==> config.mk <==
export PLATFORM = sky130hd
export DESIGN_NAME = pc_sequencer
export DESIGN_NICKNAME = d
export VERILOG_FILES = /design/src/rtl/pc_sequencer.sv
export SDC_FILE = /design/constraint.sdc
export NUM_CORES = 1
export LEC_CHECK = 0
export CAP_MARGIN = 40
export CORE_MARGIN = 2
export CORE_UTILIZATION = 25
export CTS_CLUSTER_DIAMETER = 200
export DETAILED_ROUTE_END_ITERATION = 16
export MAX_ROUTING_LAYER = met4
export PLACE_DENSITY_LB_ADDON = 0.15
export SLEW_MARGIN = 20
export SYNTH_ARGS = -nofsm -noshare
export SYNTH_HDL_FRONTEND = slang
export SYNTH_SLANG_ARGS = --single-unit
==> constraint.sdc <==
create_clock -name CLK -period 4.15 [get_ports CLK]
set_clock_uncertainty 0.1 [all_clocks]
set_input_delay 0.83 -clock CLK [delete_from_list [all_inputs] [get_ports CLK]]
set_output_delay 0.83 -clock CLK [all_outputs]
set_load 0.01 [all_outputs]
==> src/rtl/pc_sequencer.sv <==
// PC sequencing and fetch-side hazard control: PC mux select/enable, IF/ID and ID/EX stall/flush, halt.
// Optional PC_SEQ_PERF_EN adds free-running fetch_count / stall_count performance counters.
module pc_sequencer (
  input  logic        CLK,
  input  logic        nRST,
  input  logic        ihit,
  input  logic        dmem_req,
  input  logic        dhit,
  input  logic        ex_redirect,
  input  logic        ex_jr,
  input  logic        id_jump,
  input  logic        load_use,
  input  logic        wb_halt,
  output logic        pcenable,
  output logic [1:0]  pcsrc,
  output logic        iREN,
  output logic        stall_ifid,
  output logic        flush_ifid,
  output logic        flush_idex,
  output logic        stall_idex,
  output logic        halted
`ifdef PC_SEQ_PERF_EN
  ,
  output logic [31:0] fetch_count,
  output logic [31:0] stall_count
`endif
);

  typedef enum logic [1:0] {FETCH, DWAIT, REDIRECT, HALTED} state_t;

  localparam logic [1:0] SRC_SEQ  = 2'b00;
  localparam logic [1:0] SRC_JR   = 2'b01;
  localparam logic [1:0] SRC_BR   = 2'b10;
  localparam logic [1:0] SRC_JUMP = 2'b11;

  state_t     state, next_state;
  logic [1:0] pend_src, next_pend;
  logic [1:0] sel;
  logic       dstall, ex_re;

  always_ff @(posedge CLK or negedge nRST) begin
    if (!nRST) begin
      state    <= FETCH;
      pend_src <= '0;
    end else begin
      state    <= next_state;
      pend_src <= next_pend;
    end
  end

  always_comb begin
    pcenable   = 1'b0;
    pcsrc      = SRC_SEQ;
    iREN       = 1'b0;
    stall_ifid = 1'b0;
    flush_ifid = 1'b0;
    flush_idex = 1'b0;
    stall_idex = 1'b0;
    halted     = 1'b0;
    next_state = state;
    next_pend  = pend_src;

    dstall = dmem_req & ~dhit;
    ex_re  = ex_jr | ex_redirect;
    if (ex_jr)            sel = SRC_JR;
    else if (ex_redirect) sel = SRC_BR;
    else if (id_jump)     sel = SRC_JUMP;
    else                  sel = SRC_SEQ;

    case (state)
      FETCH: begin
        iREN  = 1'b1;
        pcsrc = sel;
        if (dstall) begin
          // data access wins; any redirect is parked in pend_src until dhit
          iREN       = 1'b0;
          stall_ifid = 1'b1;
          stall_idex = 1'b1;
          next_pend  = sel;
          next_state = DWAIT;
        end else if (ex_re) begin
          if (ihit) begin
            pcenable   = 1'b1;
            flush_ifid = 1'b1;
            flush_idex = 1'b1;
          end else begin
            stall_ifid = 1'b1;
            next_pend  = sel;
            next_state = REDIRECT;
          end
        end else if (load_use) begin
          stall_ifid = 1'b1;
          flush_idex = 1'b1;
        end else if (id_jump) begin
          if (ihit) begin
            pcenable   = 1'b1;
            flush_ifid = 1'b1;
          end else begin
            stall_ifid = 1'b1;
            next_pend  = sel;
            next_state = REDIRECT;
          end
        end else begin
          pcenable = ihit;
        end
      end
      REDIRECT: begin
        iREN  = 1'b1;
        pcsrc = pend_src;
        if (dstall) begin
          iREN       = 1'b0;
          stall_ifid = 1'b1;
          stall_idex = 1'b1;
          next_state = DWAIT;
        end else if (ihit) begin
          pcenable   = 1'b1;
          flush_ifid = 1'b1;
          flush_idex = (pend_src != SRC_JUMP);
          next_pend  = '0;
          next_state = FETCH;
        end else begin
          stall_ifid = 1'b1;
        end
      end
      DWAIT: begin
        pcsrc      = pend_src;
        stall_ifid = 1'b1;
        stall_idex = 1'b1;
        if (dhit) next_state = (pend_src != SRC_SEQ) ? REDIRECT : FETCH;
      end
      HALTED: begin
        halted     = 1'b1;
        stall_ifid = 1'b1;
        stall_idex = 1'b1;
      end
      default: next_state = FETCH;
    endcase

    if (wb_halt) begin
      pcenable   = 1'b0;
      next_state = HALTED;
    end

    if (!nRST) begin
      pcenable   = 1'b0;
      pcsrc      = SRC_SEQ;
      iREN       = 1'b0;
      stall_ifid = 1'b0;
      flush_ifid = 1'b0;
      flush_idex = 1'b0;
      stall_idex = 1'b0;
      halted     = 1'b0;
    end
  end

`ifdef PC_SEQ_PERF_EN
  always_ff @(posedge CLK or negedge nRST) begin
    if (!nRST) begin
      fetch_count <= '0;
      stall_count <= '0;
    end else if (state != HALTED) begin
      if (pcenable) fetch_count <= fetch_count + 32'd1;
      else          stall_count <= stall_count + 32'd1;
    end
  end
`endif

endmodule

======== Word level (Yosys, flattened, before mapping) ========
Cells that the tools add are included.
W data, S select, Z words.
word-level totals
  bits in registers ....................... 4
  latch bits .............................. 0
  bits in writable memories ............... 0
  ROM bits ................................ 0
  word-level logic and storage cells ...... 87
  memories ................................ 0
cells by class
  add/subtract/negate cells ............... 0
  multipliers ............................. 0
  div/mod/pow operators ................... 0
  magnitude comparators ................... 0
  eq/ne operators ......................... 12
  shift-type cells ........................ 0
  multiplexer cells ....................... 61
  bitwise operators ....................... 3
  reductions and logical operators ........ 9
operators by type and width
  kind                  number
  $mux W2               20
  $mux W1               33
  $ne A4 B4 Y1 const B  3
  $ne A5 B5 Y1 const B  2
  $reduce_and A5 Y1     2
  $pmux W1 S2           4
  $pmux W2 S2           2
  $ne A2 B2 Y1 const B  3
  $pmux W2 S3           1
  $reduce_or A2 Y1      3
  $eq A2 B2 Y1 const B  2
  $reduce_bool A2 Y1    2
  $reduce_bool A4 Y1    1
  $ne A3 B3 Y1 const B  1
  $pmux W1 S3           1
  $eq A2 B1 Y1 const B  1
  $logic_not A2 Y1      1
  $and A1 B1 Y1         1
  $not A1 Y1            1
  $or A1 B1 Y1          1

======== Depth between registers and ports, before layout ========
Gate-level depths: netlist of the first run.
  word-level depth ........................ 9
  gate-level depth with buffers ........... 7

======== Worst setup path after synthesis of the first run ========
No wires, ideal clock.
  kind .................................... input to output
  from .................................... input ex_redirect
  to ...................................... output stall_ifid
  data arrival time ....................... 1.596 ns
  data required time ...................... 3.220 ns
  slack ................................... 1.624 ns
  stages .................................. 3
  path buffers ............................ 0
  path through ............................ or3b_1 o221ai_1 and2_1
between the ends
  cells in the longest elaborated chain, start to end .. 5
RTL lines
  element          RTL line  source
  start, declared  9         input logic ex_redirect,
  $or A1 B1 Y1     64        ex_re = ex_jr | ex_redirect;
  $mux W1          81        end else if (ex_re) begin
  $mux W1          74        if (dstall) begin
  $pmux W1 S3      70        case (state)
  $mux W1          144       if (!nRST) begin
  end, declared    17        output logic stall_ifid,
Every way passes these cells.

======== Worst setup path after layout of the first run ========
  from .................................... input ex_jr
  to ...................................... output stall_ifid
between the ends
  cells in the longest elaborated chain, start to end .. 5
RTL lines
  element          RTL line  source
  start, declared  10        input logic ex_jr,
  $or A1 B1 Y1     64
  $mux W1          81
  $mux W1          74
  $pmux W1 S3      70
  $mux W1          144
Every way passes these cells.

==> results of run 1 <==
-- power breakdown --
group          leakage [µW]  switching (µW)  internal, µW  total [µW]
sequential        0.0000453            1.71          40.9        42.6
combinational      0.000238            15.1          17.1        32.1
clock             0.0000138            15.6          32.3        47.9
-- synthesized netlist by cell type --
library cell and n:
a21oi_1 8, or3_1 1, buf_6 1, a22oi_1 1, nand2_1 5, o221ai_1 1, buf_2 1, ha_1 4
a311oi_1 1, a311oi_2 1, and2b_1 1, o211ai_1 1, o21ai_0 4, or3b_1 1, nor2_2 1, o211ai_2 1
nor2_1 9, and2_1 2, nor3_1 4, nor3b_1 1, o21ai_1 1, inv_1 4, mux2_2 1, dfrtp_1 4
mux2i_1 2, a221o_1 1, nand2b_1 3, nand3_1 2, nor2b_1 4
-- worst max path at each step --
stage | cells after the start | start | endpoint | slack, ns
floorplan | 3 | ex_redirect | stall_ifid | 1.62
global placement | 6 | dhit | stall_ifid | 0.59
detailed placement | 5 | ex_jr | stall_ifid | 0.57
CTS | 5 | ex_jr | stall_ifid | 0.57
global route | 5 | ex_jr | stall_ifid | 0.48
finish | 5 | ex_jr | stall_ifid | 0.58
-- layer usage --
metal | part of all wire (%) | up-vias
li1 | - | 293
met1 | 47 | 259
met2 | 48 | 11
met3 | 4.2 | 2
met4 | 0.77 | 0
met5 | 0 | -
-- worst register-to-register path: stages, from the launching register on --
cell and delay, ns:
dfrtp_1 0.41, inv_1 0.09, ha_1 0.35, nand2_1 0.12, a311oi_1 0.33, nor2b_1 0.08
mux2_2 0.26
-- per-stage QoR --
step | cells | hold WS (ns) | util, % | instance area [µm²]
6_report | 117 | 0.482 | 37.9 | 743
5_1_grt | 117 | 0.522 | 37.9 | 743
2_1_floorplan | 71 | 0.434 | - | 523
3_5_place_dp | 114 | 0.482 | 36.7 | 721
3_3_place_gp | 114 | 0.493 | 36.7 | 721
4_1_cts | 117 | 0.487 | 37.9 | 743
-- logic make-up (layout without fill, tap and decap cells) --
kind of cell,Yosys count,in the layout
adder cells (fa/ha/maj),4,4
AO/OA/AOI/OAI,20,20
flip-flops,4,4
multiplexers,3,3
AND/OR/NAND/NOR,34,34
buffers and inverters,6,25
-- layout make-up --
type | instances | area share, %
clock buffer | 3 | 3.03
tap | 27 | 4.55
sequential | 4 | 13.5
multi-input combinational | 61 | 52.7
inverter | 4 | 2.02
timing repair buffer | 18 | 24.2
-- state kept, by name, indices dropped and copies added (netlist names) --
register  flops
state         2
pend_src      2
==> flow_summary_export.csv, run 1 <==
group,metric,value,unit
status,outcome,"finished, final reports clean",
yosys,yosys_warnings,0,
floorplan,initial_core_util,26.7,%
yosys,muxShareOfSynthArea,5.98,%
setup_path,crit_slowest_cell,"clkdlybuf4s50_1",
cts,cts_tree,"done",
layout,antenna_cells,0,
worst_hold_path,min_from,"state[0]$_DFFE_PN0P_",
yosys,postSynthAreaPerCell,7.37,µm²
floorplan,coreArea,1960,µm²
layout,n_fill_cell,222,
detailed_routing,drt_iter0_drc,10,
yosys,synth_xor_area_share,0,%
timing,setup_viol,0,
setup_path,critPathBufInv,2,
setup_path,required,3.22,ns
timing,period_needed,3.57,ns
cts,cts_resized,0,
floorplan,die_w,49.7,µm
cts,cts_buffers,3,
yosys,yosysSeqAreaShare,19.1,%
cts,clockBufferDepth,2,
global_route,grtUsageMet2,18.7,%
timing,rsz0062_at_grt,"no",
setup_path,worstPathArrival,2.64,ns
detailed_routing,firstDrtPassIters,4,
layout,multi_input_area,392,µm²
cts,htreeDepth,1,
placement,io_buffer_count,18,
global_route,gr-total-overflow,0,
global_route,grt_busiest_layer,"met2",
timing,fin_tns_setup,0,ns
setup_path,ff2ff_path_depth,6,
timing,fmax,280,MHz
yosys,yosys.area_share.simple,33.5,%
yosys,synth_top_family_by_area,"simple AND/OR/NAND/NOR gates",
placement,place.gp.congestion,0.778,
setup_path,critical_path_class,"in -> out",
timing,fin_crit_sh,86.0,%
setup_path,setup.worst_path.end_class,"primary output",
cts,post-cts-setup-buffers,0,
global_route,met3_usage,3.94,%
placement,dpl.hpwl,1.03,mm
timing,relSlewSlack,74.1,%
layout,layout.nets,106,
cts,hold_buffers,0,
setup_path,cp_common_cell,"clkdlybuf4s50_1",
worst_hold_path,hp-class,"reg -> reg",
cts,cts_root_buffer,"clkbuf_4",
setup_path,r2r_slack,2.30,ns
layout,most-common-layout-cells,"18 x clkdlybuf4s50_1, 9 x nor2_1, 8 x a21oi_1",
detailed_routing,routed_wl,1.30,mm
detailed_routing,via_per_inst,4.83,
timing,drv_slew,0,
layout,syn2layout_area_growth,42.1,%
detailed_routing,ant_nets,0,
yosys,ys_seq_elements,4,
floorplan,io_pins,19,
floorplan,rows,16,
timing,tightest_slew,0.389,ns
global_route,grt_pass1_wl,2.15,mm
floorplan,die_area,2470,µm²
worst_hold_path,hold_depth,1,
layout,drive_gt1_share,7.78,%
yosys,yosys.area_share.adder,9.57,%
detailed_routing,drcViolationCount,0,
timing,hold_viol_final,0,
power_and_ir_drop,p_leak,0.000297,µW
yosys,synth_cells,71,
yosys,yosysTopAreaCellShare,19.1,%
flow_run,cap_violations,0,
layout,final_common_cell,"clkdlybuf4s50_1",
yosys,syn_nets,85,
yosys,syn_area,523,µm²
setup_path,r2r_start,"state[0]$_DFFE_PN0P_",
layout,seqCellArea,100,µm²
setup_path,start_kind,"primary input",
setup_path,path_cells,"clkdlybuf4s50_1, or3b_1, o221ai_1, and2_1, clkdlybuf4s50_1",
worst_hold_path,hold_end,"state[0]$_DFFE_PN0P_",
cts,cts.sinks,4,
setup_path,r2r-end,"pend_src[1]$_DFFE_PN0P_",
power_and_ir_drop,power.total,123,µW
setup_path,crit_path_max_fanout,8,
detailed_routing,vias,565,
timing,layout_setup_ws,0.580,ns
yosys,yosys.area.top_type,"dfrtp_1",
detailed_routing,wl_per_cell,11.1,µm
global_route,antenna_found_initial,0,
setup_path,critPathMaxStageDelay,0.53,ns
yosys,netlist_top_cells_area,"dfrtp_1 19%, ha_1 9.6%, a21oi_1 7.7%",
power_and_ir_drop,power.density,165,nW/µm²
cts,path_clk_slew,0.04,ns
setup_path,critPathTopFamily,"buffers and inverters",
floorplan,die_h,49.7,µm
placement,place_ws,0.568,ns
global_route,grt_start_max_net_pins,11,
global_route,grt_pass1_vias,528,
yosys,synth_compound_area_share,25.8,%
power_and_ir_drop,max-vdd-ir-drop,0.000152,V
cts,clock_latency,0.24,ns
global_route,grtUsageMet1,13.4,%
yosys,synth_cell_types,29,
global_route,groute.usage.overall,11.6,%
(Power assumes the default switching activity.)
==> run 2: changes to the inputs <==
--- a/config.mk
+++ b/config.mk
@@ -12,6 +12,8 @@
 export DETAILED_ROUTE_END_ITERATION = 16
 export MAX_ROUTING_LAYER = met4
 export PLACE_DENSITY_LB_ADDON = 0.15
+export RECOVER_POWER = 25
+export REMOVE_ABC_BUFFERS = 1
 export SLEW_MARGIN = 20
 export SYNTH_ARGS = -nofsm -noshare
 export SYNTH_HDL_FRONTEND = slang
==> constraint.sdc (replaced) <==
create_clock -name CLK -period 3.6 [get_ports CLK]
set_clock_uncertainty 0.1 [all_clocks]
set_input_delay 0.72 -clock CLK [delete_from_list [all_inputs] [get_ports CLK]]
set_output_delay 0.72 -clock CLK [all_outputs]
set_load 0.01 [all_outputs]
==> flow_summary_export.csv, run 2 (same netlist as run 1, synthesis figures left out) <==
group,metric,value,unit
placement,dpl.hpwl,1.10,mm
setup_path,r2r_start,"state[0]$_DFFE_PN0P_",
layout,most-common-layout-cells,"17 x clkdlybuf4s50_1, 9 x nor2_1, 8 x a21oi_1",
setup_path,setup.worst_path.end_class,"primary output",
setup_path,critPathBufInv,2,
floorplan,coreArea,1960,µm²
worst_hold_path,hold_depth,1,
layout,syn2layout_area_growth,42.1,%
setup_path,critPathTopFamily,"buffers and inverters",
detailed_routing,drcViolationCount,0,
layout,seqCellArea,100,µm²
worst_hold_path,min_from,"state[0]$_DFFE_PN0P_",
global_route,gr-total-overflow,0,
timing,tightest_slew,0.388,ns
placement,placedInstanceArea,721,µm²
detailed_routing,drt_iter0_drc,11,
timing,fmax,297,MHz
cts,cts_root_buffer,"clkbuf_4",
detailed_routing,firstDrtPassIters,4,
power_and_ir_drop,max-vdd-ir-drop,0.000141,V
setup_path,cp_common_cell,"clkdlybuf4s50_1",
cts,clock_latency,0.23,ns
setup_path,r2r_slack,1.68,ns
global_route,grtUsageMet2,18.9,%
timing,period_needed,3.37,ns
global_route,grtUsageMet1,16.3,%
global_route,grt_busiest_layer,"met2",
detailed_routing,via_per_inst,4.81,
timing,setup_viol,0,
global_route,grt_start_max_net_pins,11,
cts,hold_buffers,0,
cts,clockBufferDepth,2,
timing,rsz0062_at_grt,"no",
global_route,groute.usage.overall,12.8,%
setup_path,critical_path_class,"in -> out",
detailed_routing,routed_wl,1.40,mm
floorplan,die_area,2470,µm²
cts,cts_buffers,3,
timing,fin_crit_sh,93.6,%
floorplan,rows,16,
layout,stdcell_area,743,µm²
layout,reg.largest.list,"pend_src x2, state x2",
cts,htreeDepth,1,
placement,place.gp.congestion,0.715,
setup_path,ff2ff_path_depth,6,
timing,drv_slew,0,
status,outcome,"finished, final reports clean",
floorplan,initial_core_util,26.7,%
setup_path,crit_path_max_fanout,8,
global_route,met3_usage,2.73,%
detailed_routing,vias,563,
cts,cts_resized,0,
global_route,grt_pass1_wl,2.35,mm
global_route,antenna_found_initial,0,
floorplan,io_pins,19,
detailed_routing,wl_per_cell,12.0,µm
power_and_ir_drop,p_leak,0.000297,µW
floorplan,die_w,49.7,µm
worst_hold_path,hp-class,"reg -> reg",
detailed_routing,ant_nets,0,
global_route,grt_pass1_vias,545,
cts,post-cts-setup-buffers,0,
timing,relSlewSlack,74.1,%
layout,n_fill_cell,232,
layout,final_common_cell,"clkdlybuf4s50_1",
timing,fin_tns_setup,0,ns
setup_path,critPathMaxStageDelay,0.53,ns
cts,path_clk_slew,0.03,ns
setup_path,endpoint,"stall_ifid",
floorplan,die_h,49.7,µm
placement,io_buffer_count,18,
cts,cts.sinks,4,
setup_path,path_depth,5,
layout,drive_gt1_share,7.78,%
layout,antenna_cells,0,
timing,hold_viol_final,0,
setup_path,start_kind,"primary input",
setup_path,cp-startpoint,"ex_jr",
setup_path,required,2.78,ns
layout,layout.nets,106,
flow_run,cap_violations,0,
layout,multi_input_area,392,µm²
setup_path,worstPathArrival,2.55,ns
setup_path,path_cells,"clkdlybuf4s50_1, or3b_1, o221ai_1, and2_1, clkdlybuf4s50_1",
setup_path,crit_slowest_cell,"clkdlybuf4s50_1",
setup_path,r2r-end,"state[0]$_DFFE_PN0P_",
cts,cts_tree,"done",
power_and_ir_drop,power.density,187,nW/µm²
==> run 2: cell count changes in the layout (fill, tap and decap cells not counted), sizes merged <==
cell           previous run  this run
clkdlybuf4s50            18        17
dlygate4sd3               0         1
==> run 2: where the power goes <==
part           internal [µW]  switching (µW)  total (µW)
Combinational           19.5            17.9        37.4
Clock                   37.1            15.5        52.6
Sequential              47.2            2.12        49.3
Total                    104            35.5         139
==> run 2: layout make-up <==
type,instances,area share [%]
Multi-Input combinational cell,61,52.7
Timing Repair Buffer,18,24.2
Sequential cell,4,13.5
Tap cell,27,4.55
Clock buffer,3,3.03
Inverter,4,2.02
==> run 2: how the worst min path moves through the flow <==
stage,endpoint,slack [ns]
2_1_floorplan,pend_src[0]$_DFFE_PN0P_,0.32
3_3_place_gp,state[0]$_DFFE_PN0P_,0.49
3_5_place_dp,state[0]$_DFFE_PN0P_,0.50
4_1_cts,state[0]$_DFFE_PN0P_,0.51
5_1_grt,state[0]$_DFFE_PN0P_,0.55
6_report,state[0]$_DFFE_PN0P_,0.51
==> run 2: per-stage QoR <==
| stage | power [µW] | utilization (%) | instances | worst slack [ns] | hold slack [ns] |
|---|---|---|---|---|---|
| 2_1_floorplan | 65.3 | - | 69 | 1.29 | 0.324 |
| 3_3_place_gp | 87.2 | 36.7 | 114 | 0.241 | 0.488 |
| 3_5_place_dp | 87.3 | 36.7 | 114 | 0.234 | 0.499 |
| 4_1_cts | 143 | 37.9 | 117 | 0.228 | 0.506 |
| 5_1_grt | 150 | 37.9 | 117 | 0.143 | 0.552 |
| 6_report | 139 | 37.9 | 117 | 0.232 | 0.505 |
==> run 2: worst reg2reg max path, stage by stage (launching register included) <==
cell and delay, ns:
dfrtp_1 0.40, inv_1 0.09, ha_1 0.37, nor3b_1 0.12, a311oi_2 0.27, o21ai_1 0.12, a221o_1 0.32
==> run 2: layer usage <==
layer,up-vias,part of all wire (%)
met2,14,47
met4,0,0
met3,0,4.5
met1,260,49
li1,289,-
met5,-,0
==> RTL edit (settings of run 2) <==
Build with the macro `PC_SEQ_PERF_EN` defined.
--- a/src/rtl/pc_sequencer.sv
+++ b/src/rtl/pc_sequencer.sv
@@ -1,5 +1,7 @@
 // PC sequencing and fetch-side hazard control: PC mux select/enable, IF/ID and ID/EX stall/flush, halt.
 // Optional PC_SEQ_PERF_EN adds free-running fetch_count / stall_count performance counters.
+`define PC_SEQ_PERF_EN
+
 module pc_sequencer (
   input  logic        CLK,
   input  logic        nRST,
Check against the original RTL (old outputs only; new: fetch_count and stall_count): equivalent (Yosys induction, for registers that start in step).
==> RTL edit against run 2 <==
The run now ends with capacitance limit, slew limit left. Area after synthesis grew to 6.6 times the old value. Count of clock-buffer cells in the layout up 10. Wire length rose to 6.3 times the old value. Cell area rose to 6.4 times the old value. Sequential cell count grew 64. Register-to-register slack worse by 1.1 ns. Total power grew to 15 times the old value. Worst setup slack improved by 0.11 ns. Die area rose to 5.9 times the old value. Cell count increased to 5.3 times the old value. Via count rose to 5.0 times the old value. Largest power group unchanged.
==> RTL edit: results <==
set metrics [dict create \
    via_count 2813 \
    numCtsBuffers 9 \
    slew_violations 34 \
    yosysSeqAreaShare_pct 49.58 \
    grt_usage_pct 13.15 \
    nFillCells 1361 \
    violations "capacitance limit, slew limit" \
    placed_cell_area_um2 4498 \
    synth_area_leaders "dfrtp_1 50%, xnor2_1 8.4%, xor2_1 7.4%" \
    place.gp.congestion 0.7835 \
    drive_above_1_share_pct 5.856 \
    drtIter0Drc 126 \
    drv_cap 1 \
    numPortBuffers 82 \
    largest_registers "fetch_count: 32 flops, stall_count: 32 flops" \
    min-delay-path-class "input port to async pin" \
    use_met2_pct 18.26 \
    insertion_delay_ns 0.33 \
    leakage_nw 2.094 \
    ys_top_cells_by_count "68 x dfrtp_1, 33 x xnor2_1, 30 x nand2_1, 30 x nor2_1, 29 x xor2_1" \
    max_slew.worst_pin.slew_ns 1.836 \
    status "complete, but fails checks" \
    place_ws_ns 0.1275 \
    irDropWorstVdd_mv 0.1608 \
    wl_um 8810 \
    global_route.usage.met1_pct 18.16 \
    grt_max_degree 34 \
    regArea_um2 1702 \
    grt_pass1_wl_um 14500 \
]
-- RTL edit: cell count changes in the layout (fill, tap and decap cells not counted), sizes merged, moves of 8 or more --
cell / delta
clkdlybuf4s50: +64
dfrtp: +64
xnor2: +33
xor2: +29
nand2: +25
nor2: +20
nand3: +18
nand4: +17
nor3: +16
inv: +13
clkbuf: +12
and3: +11
nor4: +8
-- RTL edit: kinds of logic after synthesis --
| logic type | Yosys count | share of synthesized area, % |
|---|---|---|
| flops | 68 | 49.58 |
| fa+ha+maj | 6 | 2.187 |
| xor+xnor | 62 | 15.82 |
| buf+inv | 23 | 2.807 |
| simple gates | 159 | 24.24 |
| mux | 1 | 0.3281 |
| compound gates | 26 | 5.032 |
-- RTL edit: routing by layer --
| layer | share of wire [%] | up-vias | wire length (um) |
|---|---|---|---|
| li1 | - | 1393 | - |
| met1 | 50 | 1342 | 4371 |
| met2 | 44 | 64 | 3880 |
| met3 | 4.2 | 14 | 370 |
| met4 | 2.1 | 0 | 188 |
| met5 | 0 | - | 0 |
-- RTL edit: worst paths after layout --
kind | from | to | slack (ns) | cells after the start
min reg2reg | fetch_count[31] | fetch_count[31] | 0.37 | 1
min in group CLK | fetch_count[31] | fetch_count[31] | 0.37 | 1
max | ex_redirect | flush_ifid | 0.34 | 8
min | nRST | stall_count[19] | 0.17 | 1
max in group asynchronous | nRST | stall_count[26] | 1.22 | 2
max reg2reg | state[0] | fetch_count[26] | 0.62 | 7
-- RTL edit: final cells by class --
cell class	instances	share of cell area, %
multi-input combinational	254	34.30
sequential	68	35.58
tap	176	4.605
timing repair buffer	90	18.21
inverter	17	1.334
clock buffer	13	5.233
clock inverter	2	0.7326
-- RTL edit: critical path: stages --
cell,delay (ns)
clkdlybuf4s50_1,0.44
buf_4,0.16
nor2_1,0.19
and2_1,0.21
inv_1,0.05
a21oi_1,0.13
nor2_1,0.05
clkdlybuf4s50_1,0.48
-- RTL edit: stage by stage --
stage,hold WS (ns),cells
6_report,0.1718,620
3_5_place_dp,0.3676,605
2_1_floorplan,0.3244,339
4_1_cts,0.1646,620
3_3_place_gp,0.3636,605
5_1_grt,0.1760,620
-- RTL edit: power by group through the flow --
stage          registers (mW)  clock network [mW]  logic, mW
2_1_floorplan           0.868                   0      0.153
3_3_place_gp            0.865                   0      0.319
3_5_place_dp            0.866                   0      0.319
4_1_cts                 0.853               0.902      0.320
5_1_grt                 0.859               0.933      0.353
6_report                0.853               0.871      0.315
-- RTL edit: what timing repair did --
action | CTS | global route
endpoints found under the hold margin | 0 | 0
hold buffers | 0 | 0
gates resized for setup | 0 | 1
endpoints found under the setup margin | 0 | 2
